===== src/rtl/cu_pepo_pkg.sv =====
// cu_pepo_pkg: shared types, state numbers, control-register layout and datapath words for cu_pepo_ctrl.
package cu_pepo_pkg;
    typedef enum logic [2:0] {
        N_ENC, N_TGT, N_INC, N_CTGT, N_CENC, N_WAIT, N_FETCH, N_HOLD
    } nsel_e;
    typedef enum logic [1:0] {S_COND, S_MOC, S_LEND, S_LDET} ssel_e;

    localparam logic [5:0] ST_IDLE    = 6'd0;
    localparam logic [5:0] ST_FETCH   = 6'd1;
    localparam logic [5:0] ST_READ    = 6'd2;
    localparam logic [5:0] ST_IR      = 6'd3;
    localparam logic [5:0] ST_DECODE  = 6'd4;
    localparam logic [5:0] ST_DP_IMM  = 6'd10;
    localparam logic [5:0] ST_DP_REG  = 6'd11;
    localparam logic [5:0] ST_LDR_IMM = 6'd20;
    localparam logic [5:0] ST_STR_IMM = 6'd24;
    localparam logic [5:0] ST_LDR_REG = 6'd28;
    localparam logic [5:0] ST_STR_REG = 6'd32;
    localparam logic [5:0] ST_LDM     = 6'd40;
    localparam logic [5:0] ST_STM     = 6'd48;
    localparam logic [5:0] ST_B       = 6'd56;
    localparam logic [5:0] ST_BL      = 6'd58;

    localparam int CTL_TGT_LO = 0;
    localparam int CTL_N_LO   = 8;
    localparam int CTL_INV    = 11;
    localparam int CTL_S_LO   = 12;
    localparam int CTL_OWN_LO = 24;
    localparam int CTL_DP_LO  = 30;

    // One-hot datapath strobes; the datapath decodes each bit independently
    localparam logic [34:0] DP_MAR_LD   = 35'h00001;
    localparam logic [34:0] DP_MDR_LD   = 35'h00002;
    localparam logic [34:0] DP_IR_LD    = 35'h00004;
    localparam logic [34:0] DP_PC_LD    = 35'h00008;
    localparam logic [34:0] DP_RF_LD    = 35'h00010;
    localparam logic [34:0] DP_MEM_EN   = 35'h00020;
    localparam logic [34:0] DP_MEM_RD   = 35'h00040;
    localparam logic [34:0] DP_ALU_ADD  = 35'h00080;
    localparam logic [34:0] DP_ALU_DP   = 35'h00100;
    localparam logic [34:0] DP_A_PC     = 35'h00200;
    localparam logic [34:0] DP_B_IMM    = 35'h00400;
    localparam logic [34:0] DP_B_4      = 35'h00800;
    localparam logic [34:0] DP_RD_MDR   = 35'h01000;
    localparam logic [34:0] DP_RD_LR    = 35'h02000;
    localparam logic [34:0] DP_MDR_RF   = 35'h04000;
    localparam logic [34:0] DP_FLAGS    = 35'h08000;
    localparam logic [34:0] DP_LSM_NEXT = 35'h10000;
    localparam logic [34:0] DP_MAR_INC  = 35'h20000;

    localparam logic [34:0] CW_NONE      = 35'h0;
    localparam logic [34:0] CW_MAR_PC    = DP_MAR_LD | DP_A_PC;
    localparam logic [34:0] CW_READ_PC4  = DP_MEM_EN | DP_MEM_RD | DP_PC_LD | DP_A_PC | DP_B_4 | DP_ALU_ADD;
    localparam logic [34:0] CW_IR_LOAD   = DP_MEM_EN | DP_MEM_RD | DP_MDR_LD | DP_IR_LD;
    localparam logic [34:0] CW_ALU_IMM   = DP_RF_LD | DP_ALU_DP | DP_B_IMM | DP_FLAGS;
    localparam logic [34:0] CW_ALU_REG   = DP_RF_LD | DP_ALU_DP | DP_FLAGS;
    localparam logic [34:0] CW_EA_IMM    = DP_MAR_LD | DP_ALU_ADD | DP_B_IMM;
    localparam logic [34:0] CW_EA_REG    = DP_MAR_LD | DP_ALU_ADD;
    localparam logic [34:0] CW_MEM_RD    = DP_MEM_EN | DP_MEM_RD;
    localparam logic [34:0] CW_MDR_WAIT  = DP_MEM_EN | DP_MEM_RD | DP_MDR_LD;
    localparam logic [34:0] CW_LD_RD     = DP_RF_LD | DP_RD_MDR;
    localparam logic [34:0] CW_ST_MDR    = DP_MDR_LD | DP_MDR_RF;
    localparam logic [34:0] CW_MEM_WR    = DP_MEM_EN;
    localparam logic [34:0] CW_LSM_NEXT  = DP_LSM_NEXT;
    localparam logic [34:0] CW_MAR_INC   = DP_MAR_INC;
    localparam logic [34:0] CW_WB        = DP_RF_LD | DP_ALU_ADD;
    localparam logic [34:0] CW_BRANCH    = DP_PC_LD | DP_A_PC | DP_B_IMM | DP_ALU_ADD;
    localparam logic [34:0] CW_LINK      = DP_RF_LD | DP_RD_LR | DP_A_PC;

    typedef struct packed {
        logic [34:0] dp;
        logic [5:0]  own;
        logic [9:0]  pad_hi;
        ssel_e       s;
        logic        inv;
        nsel_e       n;
        logic [1:0]  pad_lo;
        logic [5:0]  tgt;
    } uword_t;

    function automatic logic [64:0] uw(logic [5:0] own, nsel_e n, logic [34:0] dp,
                                       logic [5:0] tgt = ST_IDLE, ssel_e s = S_COND, logic inv = 1'b0);
        uword_t u;
        u = '{dp: dp, own: own, pad_hi: '0, s: s, inv: inv, n: n, pad_lo: '0, tgt: tgt};
        return u;
    endfunction
endpackage


===== src/rtl/cu_pepo_encoder.sv =====
// cu_pepo_encoder: combinational IR to execute-state decoder; LSM decoding enabled by CU_LSM_EN.
module cu_pepo_encoder
    import cu_pepo_pkg::*;
(
    input  logic [31:0] i_ir,
    output logic [5:0]  o_state
);
    logic [2:0] w_op;
    logic       w_l;
    logic [5:0] w_lsm;
    logic       w_unused;
    assign w_op = i_ir[27:25];
    assign w_l  = i_ir[20];
`ifdef CU_LSM_EN
    assign w_lsm = w_l ? ST_LDM : ST_STM;
`else
    assign w_lsm = ST_FETCH;
`endif
    assign o_state = w_op == 3'b001               ? ST_DP_IMM :
                     (w_op == 3'b000 && !i_ir[4]) ? ST_DP_REG :
                     w_op == 3'b010               ? (w_l ? ST_LDR_IMM : ST_STR_IMM) :
                     w_op == 3'b011               ? (w_l ? ST_LDR_REG : ST_STR_REG) :
                     w_op == 3'b100               ? w_lsm :
                     w_op == 3'b101               ? (i_ir[24] ? ST_BL : ST_B) : ST_FETCH;
    assign w_unused = ^{i_ir[31:28], i_ir[23:21], i_ir[19:5], i_ir[3:0]};
endmodule


===== src/rtl/cu_pepo_ctrl.sv =====
// cu_pepo_ctrl: microprogrammed control unit with a 64-entry ROM and one microstate per clock.
// CU_LSM_EN enables LDM/STM microcode, LSM decoding and the LSM_END/LSM_DETECT conditions.
module cu_pepo_ctrl
    import cu_pepo_pkg::*;
(
    input  logic        CLK,
    input  logic        RESET,
    input  logic [31:0] IR_OUT,
    input  logic        MOC,
    input  logic        COND,
    input  logic        LSM_DETECT,
    input  logic        LSM_END,
    output logic [34:0] cu_datapath
);
    logic [64:0] CTL_REG_CUI;
    logic [5:0]  w_state, w_tgt, w_inc, w_enc, w_next;
    nsel_e       w_n;
    ssel_e       w_s;
    logic        w_sel, w_c, w_unused;

    function automatic logic [64:0] rom_word(input logic [5:0] a);
        logic [64:0] w;
        w = uw(ST_IDLE, N_TGT, CW_NONE, ST_FETCH);
        case (a)
            ST_FETCH:          w = uw(a, N_INC, CW_MAR_PC);
            ST_READ:           w = uw(a, N_INC, CW_READ_PC4);
            ST_IR:             w = uw(a, N_WAIT, CW_IR_LOAD, ST_IDLE, S_MOC);
            ST_DECODE:         w = uw(a, N_CENC, CW_NONE, ST_FETCH, S_COND, 1'b1);
            ST_DP_IMM:         w = uw(a, N_FETCH, CW_ALU_IMM);
            ST_DP_REG:         w = uw(a, N_FETCH, CW_ALU_REG);
            ST_LDR_IMM:        w = uw(a, N_INC, CW_EA_IMM);
            ST_LDR_REG:        w = uw(a, N_INC, CW_EA_REG);
            ST_LDR_IMM + 6'd1,
            ST_LDR_REG + 6'd1: w = uw(a, N_INC, CW_MEM_RD);
            ST_LDR_IMM + 6'd2,
            ST_LDR_REG + 6'd2: w = uw(a, N_WAIT, CW_MDR_WAIT, ST_IDLE, S_MOC);
            ST_LDR_IMM + 6'd3,
            ST_LDR_REG + 6'd3: w = uw(a, N_FETCH, CW_LD_RD);
            ST_STR_IMM:        w = uw(a, N_INC, CW_EA_IMM);
            ST_STR_REG:        w = uw(a, N_INC, CW_EA_REG);
            ST_STR_IMM + 6'd1,
            ST_STR_REG + 6'd1: w = uw(a, N_INC, CW_ST_MDR);
            ST_STR_IMM + 6'd2,
            ST_STR_REG + 6'd2: w = uw(a, N_WAIT, CW_MEM_WR, ST_IDLE, S_MOC);
            ST_STR_IMM + 6'd3,
            ST_STR_REG + 6'd3: w = uw(a, N_FETCH, CW_NONE);
`ifdef CU_LSM_EN
            // Loop: +1 exit on list end, +2 skip clear bits, memory access, +6 advance list
            ST_LDM:            w = uw(a, N_INC, CW_EA_REG);
            ST_LDM + 6'd1:     w = uw(a, N_CTGT, CW_NONE, ST_LDM + 6'd7, S_LEND);
            ST_LDM + 6'd2:     w = uw(a, N_CTGT, CW_NONE, ST_LDM + 6'd6, S_LDET, 1'b1);
            ST_LDM + 6'd3:     w = uw(a, N_INC, CW_MEM_RD);
            ST_LDM + 6'd4:     w = uw(a, N_WAIT, CW_MDR_WAIT, ST_IDLE, S_MOC);
            ST_LDM + 6'd5:     w = uw(a, N_INC, CW_LD_RD | CW_MAR_INC);
            ST_LDM + 6'd6:     w = uw(a, N_TGT, CW_LSM_NEXT, ST_LDM + 6'd1);
            ST_LDM + 6'd7:     w = uw(a, N_FETCH, CW_WB);
            ST_STM:            w = uw(a, N_INC, CW_EA_REG);
            ST_STM + 6'd1:     w = uw(a, N_CTGT, CW_NONE, ST_STM + 6'd7, S_LEND);
            ST_STM + 6'd2:     w = uw(a, N_CTGT, CW_NONE, ST_STM + 6'd6, S_LDET, 1'b1);
            ST_STM + 6'd3:     w = uw(a, N_INC, CW_ST_MDR);
            ST_STM + 6'd4:     w = uw(a, N_WAIT, CW_MEM_WR, ST_IDLE, S_MOC);
            ST_STM + 6'd5:     w = uw(a, N_INC, CW_MAR_INC);
            ST_STM + 6'd6:     w = uw(a, N_TGT, CW_LSM_NEXT, ST_STM + 6'd1);
            ST_STM + 6'd7:     w = uw(a, N_FETCH, CW_WB);
`endif
            ST_B:              w = uw(a, N_FETCH, CW_BRANCH);
            ST_BL:             w = uw(a, N_INC, CW_LINK);
            ST_BL + 6'd1:      w = uw(a, N_FETCH, CW_BRANCH);
            default:           w = uw(ST_IDLE, N_TGT, CW_NONE, ST_FETCH);
        endcase
        return w;
    endfunction

    cu_pepo_encoder u_enc (.i_ir(IR_OUT), .o_state(w_enc));

    assign w_state = CTL_REG_CUI[CTL_OWN_LO +: 6];
    assign w_tgt   = CTL_REG_CUI[CTL_TGT_LO +: 6];
    assign w_inc   = w_state + 6'd1;
    assign w_n     = nsel_e'(CTL_REG_CUI[CTL_N_LO +: 3]);
    assign w_s     = ssel_e'(CTL_REG_CUI[CTL_S_LO +: 2]);
`ifdef CU_LSM_EN
    assign w_sel = w_s == S_COND ? COND : w_s == S_MOC ? MOC : w_s == S_LEND ? LSM_END : LSM_DETECT;
`else
    assign w_sel = w_s == S_COND ? COND : w_s == S_MOC ? MOC : 1'b0;
`endif
    assign w_c      = w_sel ^ CTL_REG_CUI[CTL_INV];
    assign w_unused = ^{LSM_END, LSM_DETECT, CTL_REG_CUI[7:6], CTL_REG_CUI[23:14]};

    always_ff @(posedge CLK or posedge RESET) begin
        if (RESET) CTL_REG_CUI <= rom_word(ST_IDLE);
        else       CTL_REG_CUI <= rom_word(w_next);
    end

    always_comb begin
        w_next = w_state;
        case (w_n)
            N_ENC:   w_next = w_enc;
            N_TGT:   w_next = w_tgt;
            N_INC:   w_next = w_inc;
            N_CTGT:  w_next = w_c ? w_tgt : w_inc;
            N_CENC:  w_next = w_c ? w_tgt : w_enc;
            N_WAIT:  w_next = w_c ? w_inc : w_state;
            N_FETCH: w_next = ST_FETCH;
            default: w_next = w_state;
        endcase
    end

    always_comb cu_datapath = CTL_REG_CUI[CTL_DP_LO +: 35];
endmodule


===== config.mk =====
export PLATFORM = sky130hd
export DESIGN_NAME = cu_pepo_ctrl
export DESIGN_NICKNAME = d
export VERILOG_FILES = /design/src/rtl/cu_pepo_pkg.sv /design/src/rtl/cu_pepo_encoder.sv /design/src/rtl/cu_pepo_ctrl.sv
export SDC_FILE = /design/constraint.sdc
export NUM_CORES = 1
export LEC_CHECK = 0
export BUFFER_PORTS_ARGS = -buffer_cell sky130_fd_sc_hd__buf_2
export CAP_MARGIN = 20
export CORE_MARGIN = 10
export CORE_UTILIZATION = 47
export CTS_BUF_LIST = sky130_fd_sc_hd__clkbuf_16
export DETAILED_ROUTE_END_ITERATION = 10
export PLACE_DENSITY = 0.79
export REMOVE_ABC_BUFFERS = 1
export SETUP_SLACK_MARGIN = 0.02
export SKIP_LAST_GASP = 1
export SYNTH_ARGS = -nofsm -noshare
export SYNTH_HDL_FRONTEND = slang
export SYNTH_HIERARCHICAL = 1
export SYNTH_SLANG_ARGS = --single-unit

===== constraint.sdc =====
create_clock -name CLK -period 2.6 [get_ports CLK]
set_clock_uncertainty 0.2 [all_clocks]
set_input_delay 0.26 -clock CLK [delete_from_list [all_inputs] [get_ports CLK]]
set_output_delay 0.26 -clock CLK [all_outputs]
set_load 0.1 [all_outputs]

### After elaboration in Yosys (flattened, before gate mapping)

Index checks and enable logic that the tools add are counted.

| storage, ports and cells | value |
|---|---|
| bits of input ports | 38 |
| word-level logic and storage cells | 70 |
| output and inout bits | 35 |
| register bits | 65 |

| cells by class | value |
|---|---|
| add/sub/neg operators | 1 |
| reduce and logical (&&, ||, !) cells | 14 |
| bitwise gates (word level) | 1 |
| eq/ne operators | 37 |
| mux-type cells | 16 |

Operator list:

| cell | number |
|---|---|
| one-hot mux 46 bit (16 select lines) | 1 |
| == test 6 x 5 -> 1 bit (second input constant) | 12 |
| two-way mux 6 bit | 10 |
| == test 6 bit (second input constant) | 7 |
| one-hot mux 6 bit (7 select lines) | 1 |
| OR reduction 2 bit | 9 |
| == test 3 bit (second input constant) | 5 |
| == test 3 x 2 -> 1 bit (second input constant) | 4 |
| == test 6 x 2 -> 1 bit (second input constant) | 2 |
| == test 6 x 4 -> 1 bit (second input constant) | 2 |
| adder 6 x 1 -> 6 bit (second input constant) | 1 |
| == test 3 x 1 -> 1 bit (second input constant) | 2 |
| == test 6 x 1 -> 1 bit (second input constant) | 1 |
| == test 6 x 3 -> 1 bit (second input constant) | 1 |
| zero test 3 bit | 2 |
| two-way mux 4 bit | 1 |
| == test 2 x 1 -> 1 bit (second input constant) | 1 |
| zero test 2 bit | 1 |
| two-way mux 1 bit | 2 |
| two-way mux 2 bit | 1 |
| logical AND 1 bit | 1 |
| zero test 1 bit | 1 |
| bitwise XOR 1 bit | 1 |

### Logic depth before layout (Yosys ltp)

| depth | value |
|---|---|
| depth in word-level cells | 12 |
| depth in mapped cells | 11 |
| mapped depth without buffers | 10 |

### Hierarchy

The synthesis kept the hierarchy.

Modules (own cells, without submodules):

| module | area an instance (µm²) | instances | sequential area each (µm²) | cells an instance |
|---|---|---|---|---|
| cu_pepo_ctrl | 2321.0 | 1 | 678.2 | 269 |
| cu_pepo_encoder | 108.9 | 1 | 0.0 | 17 |

### Worst setup path after synthesis

OpenSTA, ideal clock, no wires.

| path | value |
|---|---|
| kind | register to register |
| from | register CTL_REG_CUI[12] |
| to | register CTL_REG_CUI[8] |
| library setup time | 82 ps |
| cell stages (with the launch flop) | 9 |
| path buffers | 0 |
| arrival | 2388 ps |
| period minus slack after synthesis | 2670 ps |
| required time | 2318 ps |
| path slack | -70 ps |
| path through | dfrtp_1 -> mux2i_4 -> mux2_4 -> or3_1 -> a32oi_2 -> nor2_2 -> a2111oi_2 -> a311oi_1 -> nor3_1 |

| on the way | value |
|---|---|
| longest elaborated chain between the ends | 9 |
| elaborated cells on any way between the ends | 44 |
| classes of those cells | eq/ne (26); mux (7); bitwise (1); reduce/logical (10) |

Ends and longest elaborated chain:

| item | line | source |
|---|---|---|
| start: declaration | cu_pepo_ctrl.sv:15 | `logic [64:0] CTL_REG_CUI;` |
| start signal: assignment | cu_pepo_ctrl.sv:90 | `if (RESET) CTL_REG_CUI <= rom_word(ST_IDLE);` |
| start signal: assignment | cu_pepo_ctrl.sv:91 | `else CTL_REG_CUI <= rom_word(w_next);` |
| == test 2 x 1 -> 1 bit | cu_pepo_ctrl.sv:84 | `assign w_sel = w_s == S_COND ? COND : w_s == S_MOC ? MOC : 1'b0;` |
| two-way mux 1 bit | cu_pepo_ctrl.sv:84 |  |
| two-way mux 1 bit (*) | cu_pepo_ctrl.sv:84 |  |
| bitwise XOR 1 bit (*) | cu_pepo_ctrl.sv:86 | `assign w_c = w_sel ^ CTL_REG_CUI[CTL_INV];` |
| two-way mux 6 bit (on tied branches) | cu_pepo_ctrl.sv:102, cu_pepo_ctrl.sv:100, cu_pepo_ctrl.sv:101 |  |
| one-hot mux 6 bit (7 select lines) (*) | cu_pepo_ctrl.sv:96 | `case (w_n)` |
| == test 6 bit / == test 6 x 5 -> 1 bit (equally long branches) | cu_pepo_ctrl.sv:24 | `case (a)` |
| OR reduction 2 bit (on tied branches) | n/a |  |
| one-hot mux 46 bit (16 select lines) (*) | cu_pepo_ctrl.sv:24 |  |

Every way passes the cells marked *; elsewhere a longest branch is shown, timed or not.

### Worst setup path in the final report

| path | value |
|---|---|
| from | register CTL_REG_CUI[12] |
| to | register CTL_REG_CUI[35] |

The elaborated chain is that of the path after synthesis.

==> Flow_metrics.wiki <==
{| class="wikitable"
! Metric !! Value
|-
| Global placement routability congestion || 0.9613
|-
| Net switching power figure || 2.966 mW
|-
| Post-route cell area || 3613 sq um
|-
| Via Count || 2,637
|-
| Violated checks || setup timing
|-
| Unrepaired setup endpoints after global routing || true
|-
| Critical path class || flip-flop to flip-flop
|-
| Height of the chip || around 92 um
|-
| Number of nets still failing antenna checks after routing || 0
|-
| Number of port buffers || 25
|-
| M1 WL || 3.358 mm
|-
| Cell with the largest stage delay on the worst path || sky130_fd_sc_hd__dfrtp_1
|-
| IO Pins || 73
|-
| Detail-routed via count per cell || around 5.9
|-
| Portion of total power attributed to combinational logic || 82.1%
|-
| Kind of start point of the critical path || flip-flop
|-
| Initial antenna violation count || 0
|-
| Count of final setup violators || 27
|-
| Outcome || finished with violations
|-
| Register with the most flip-flops || CTL_REG_CUI
|-
| Synthesized instance count || approximately 290
|-
| Horizontal die dimension || 91.90 um
|-
| Number of rows in the core area || 26
|-
| CTS tree || built
|-
| Number of flip-flops under the largest register name || 27
|-
| Total iterations of the first detailed-routing run || 4
|-
| Core region area || 5075 sq um
|-
| Highest fanout seen on the critical path || 6
|-
| Final min period || a little under 3000 ps
|-
| Pin count of the biggest net entering global routing || 28
|-
| Fraction of power spent switching nets || 51.55%
|-
| Effective utilization at floorplan || 47.88%
|-
| Clock latency on the worst-skew pair || 270 ps
|-
| Share of power burned in registers || 11.6%
|-
| Distinct cell type count of the synthesized netlist || 68
|-
| Worst hold slack across all endpoints || ~390 ps
|-
| Part of the Yosys area used for sequential elements || between 20% and 30%
|-
| Total Routed Length || 8.715 mm
|-
| Max Used Layer || met4
|-
| Worst-case clock buffer depth || 2
|-
| Proportion of synthesized flip-flops having asynchronous set or reset || 100.0%
|-
| Final hold violations || 0
|-
| Final period utilization || 111.8%
|-
| Post-detailed-placement half-perimeter wirelength || 5.301 mm
|-
| Pwr per Cell Area || around 1600 nW/um^2
|-
| Share of post-route cells with drive strength above 1 || 54.74%
|-
| H-tree depth || 1
|-
| Arrival time worst endpoint || 2910 ps
|-
| Count of maximum capacitance violations || 0
|-
| Global-route wire length before repair || between 10 and 15 mm
|-
| YS warnings || 6
|-
| Reg clk slew, reported paths || 70 ps
|-
| Largest registers || CTL_REG_CUI (27)
|-
| Slack of the critical path || -306.6 ps
|-
| Final net count || 420
|-
| Synthesized area per cell || 8.496 sq um
|-
| Post-synth EDFFs || 0
|-
| Cell Area, Synth || roughly 2400 sq um
|-
| Grt total ovfl || 0
|-
| Share of power burned in the clock network || 6.3%
|-
| Category of the worst setup path capture point || flip-flop
|-
| Most used cell along the critical path || sky130_fd_sc_hd__buf_6
|-
| Required time of the critical path || 2610 ps
|-
| Total internal power || 2.787 mW
|-
| Sinks on the clock net || 27
|-
| Area of the die || roughly 8400 sq um
|-
| Worst-path cell chain || mux2i_4 -> buf_6 -> mux2i_4 -> buf_12 -> buf_4 -> o31ai_4 -> a311oi_4 -> buf_6 -> buf_6 -> nand3_2 -> o21bai_1 -> a21oi_1 -> a41o_1
|-
| Placement Cell Area || around 3000 sq um
|-
| DR iter-0 viols || approximately 210
|-
| Total met3 wirelength after detailed routing || slightly above 500 um
|-
| Fill count || 377
|-
| Growth of design area from synthesis to finish || 48.71%
|-
| Met2 Routed Length || 4.441 mm
|-
| Number of remaining DRC errors || 0
|-
| Via count of the first global-routing pass || 2,630
|-
| Routed len/inst || just under 20 um
|-
| Worst vdd ir || 1.180 mV
|-
| Highest cell delay on the worst timing path || approximately 390 ps
|-
| Flop and latch count out of synthesis || 27
|-
| Fmax || 344.0 MHz
|-
| Aggregate global-route resource usage || 17.47%
|-
| Top flip-flop cell by instance count after synthesis || sky130_fd_sc_hd__dfrtp_1
|-
| Clock tree root buffer cell || sky130_fd_sc_hd__clkbuf_16
|-
| Number of buffers created by CTS || 3
|-
| Worst min path class || input pin to asynchronous set/reset pin
|-
| Max-slew violation count || 0
|-
| Count of antenna diodes in the layout || 0
|-
| Total leakage power || 1.607 nW
|}
[layout by cell type (no fill, tap or decap), drive strengths merged, types with 6 or more instances in the layout]
master  netlist  final
nand2        32     32
buf          46    121
and3          6      6
nand2b        6      6
nor3          6      6
nor2         25     25
dfrtp        25     25
o21ai        16     16
mux2i         6      6
nand3        11     11
a21oi        15     15
conb          1     19
[worst paths after layout]
| kind | slack, ps | start | cells after the start | endpoint |
|---|---|---|---|---|
| max | -310 | CTL_REG_CUI[12] | 13 | CTL_REG_CUI[35] |
| min | 390 | RESET | 4 | CTL_REG_CUI[41] |
| max reg2reg | -310 | CTL_REG_CUI[12] | 13 | CTL_REG_CUI[35] |
| min reg2reg | 710 | CTL_REG_CUI[29] | 5 | CTL_REG_CUI[42] |
| max in group asynchronous | 1500 | RESET | 4 | CTL_REG_CUI[8] |
| min in group CLK | 640 | IR_OUT[20] | 5 | CTL_REG_CUI[33] |
[per-layer routing]
layer | up-vias | track usage [%]
met5 | - | 0
met4 | 0 | 5.141
met3 | 40 | 2.771
met2 | 143 | 32.00
met1 | 1274 | 20.32
li1 | 1180 | -
[cells by family after synthesis]
kind of cell             synth area share, %
AND/OR/NAND/NOR                        21.47
multiplexers                           4.737
other                                 0.1543
adder cells (fa/ha/maj)               0.9268
XOR/XNOR                               1.751
AO/OA/AOI/OAI                          27.96
flip-flops                             27.91
buffers and inverters                  15.09
[synth_stat cells (3+ instances only)]
cell type	count	area share [%]
sky130_fd_sc_hd__nand3b_1	5	1.5
sky130_fd_sc_hd__dfrtp_1	25	26
sky130_fd_sc_hd__xnor2_1	3	1.1
sky130_fd_sc_hd__o211ai_1	3	0.93
sky130_fd_sc_hd__nand2_1	30	4.6
sky130_fd_sc_hd__nor2_2	3	0.77
sky130_fd_sc_hd__and3_1	5	1.3
sky130_fd_sc_hd__nor3_1	6	1.2
sky130_fd_sc_hd__nand3_1	11	2.3
sky130_fd_sc_hd__inv_1	3	0.46
sky130_fd_sc_hd__clkbuf_1	5	0.77
sky130_fd_sc_hd__o21ai_0	13	2.7
sky130_fd_sc_hd__a22oi_1	5	1.5
sky130_fd_sc_hd__mux2i_1	4	1.6
sky130_fd_sc_hd__nand2b_1	6	1.5
sky130_fd_sc_hd__a31oi_1	5	1.3
sky130_fd_sc_hd__buf_4	41	13
sky130_fd_sc_hd__buf_2	5	1.0
sky130_fd_sc_hd__a21oi_1	15	3.1
sky130_fd_sc_hd__or3_1	3	0.77
sky130_fd_sc_hd__nor2_1	22	3.4
[power groups by stage]
| stage | sequential, mW | combinational, mW | clock (mW) |
|---|---|---|---|
| after floorplan | 1.13 | 1.67 | 0 |
| after global placement | 0.660 | 3.61 | 0 |
| after detailed placement | 0.664 | 3.70 | 0 |
| after CTS | 0.661 | 4.13 | 0.358 |
| after global routing | 0.681 | 4.99 | 0.377 |
| final | 0.667 | 4.72 | 0.361 |
[timing repair]
action                                  CTS  global route
hold buffers                              1             0
pin swaps                                15            19
setup buffers                            12             9
gates resized for setup                  50            37
endpoints found under the setup margin   27            27
hold endpoints to repair                 25             0
cloned                                    0             0
[final cells by class]
type / instances / area [sq um] / share of cell area (%)
inverter: 4 / 15.01 / 0.4155
tap: 70 / 87.58 / 2.424
clock buffer: 3 / 75.07 / 2.078
multi-input combinational: 222 / 1792 / 49.58
sequential: 27 / 678.2 / 18.77
clock inverter: 1 / 7.507 / 0.2078
timing repair buffer: 123 / 958.4 / 26.52
[through the flow]
stage                     setup WS (ps)  cells  TNS [ps]  total power [mW]  util (%)
final                            -306.6    450     -4308             5.753     71.20
after global placement           -293.7    424     -3941             4.271     58.31
after global routing             -444.4    450     -7295             6.046     71.20
after detailed placement         -319.6    424     -5068             4.366     58.31
after CTS                        -220.1    441     -3282             5.150     66.47
after floorplan                   -1101    253    -22450             2.801         -
[critical path: cells and delay by family (launching register included)]
| family | cells | cell delay, ps |
|---|---|---|
| compound gates | 5 | 900 |
| flops | 1 | 390 |
| simple gates | 1 | 120 |
| buf+inv | 5 | 720 |
| mux | 2 | 500 |
(Power assumes the default switching activity.)
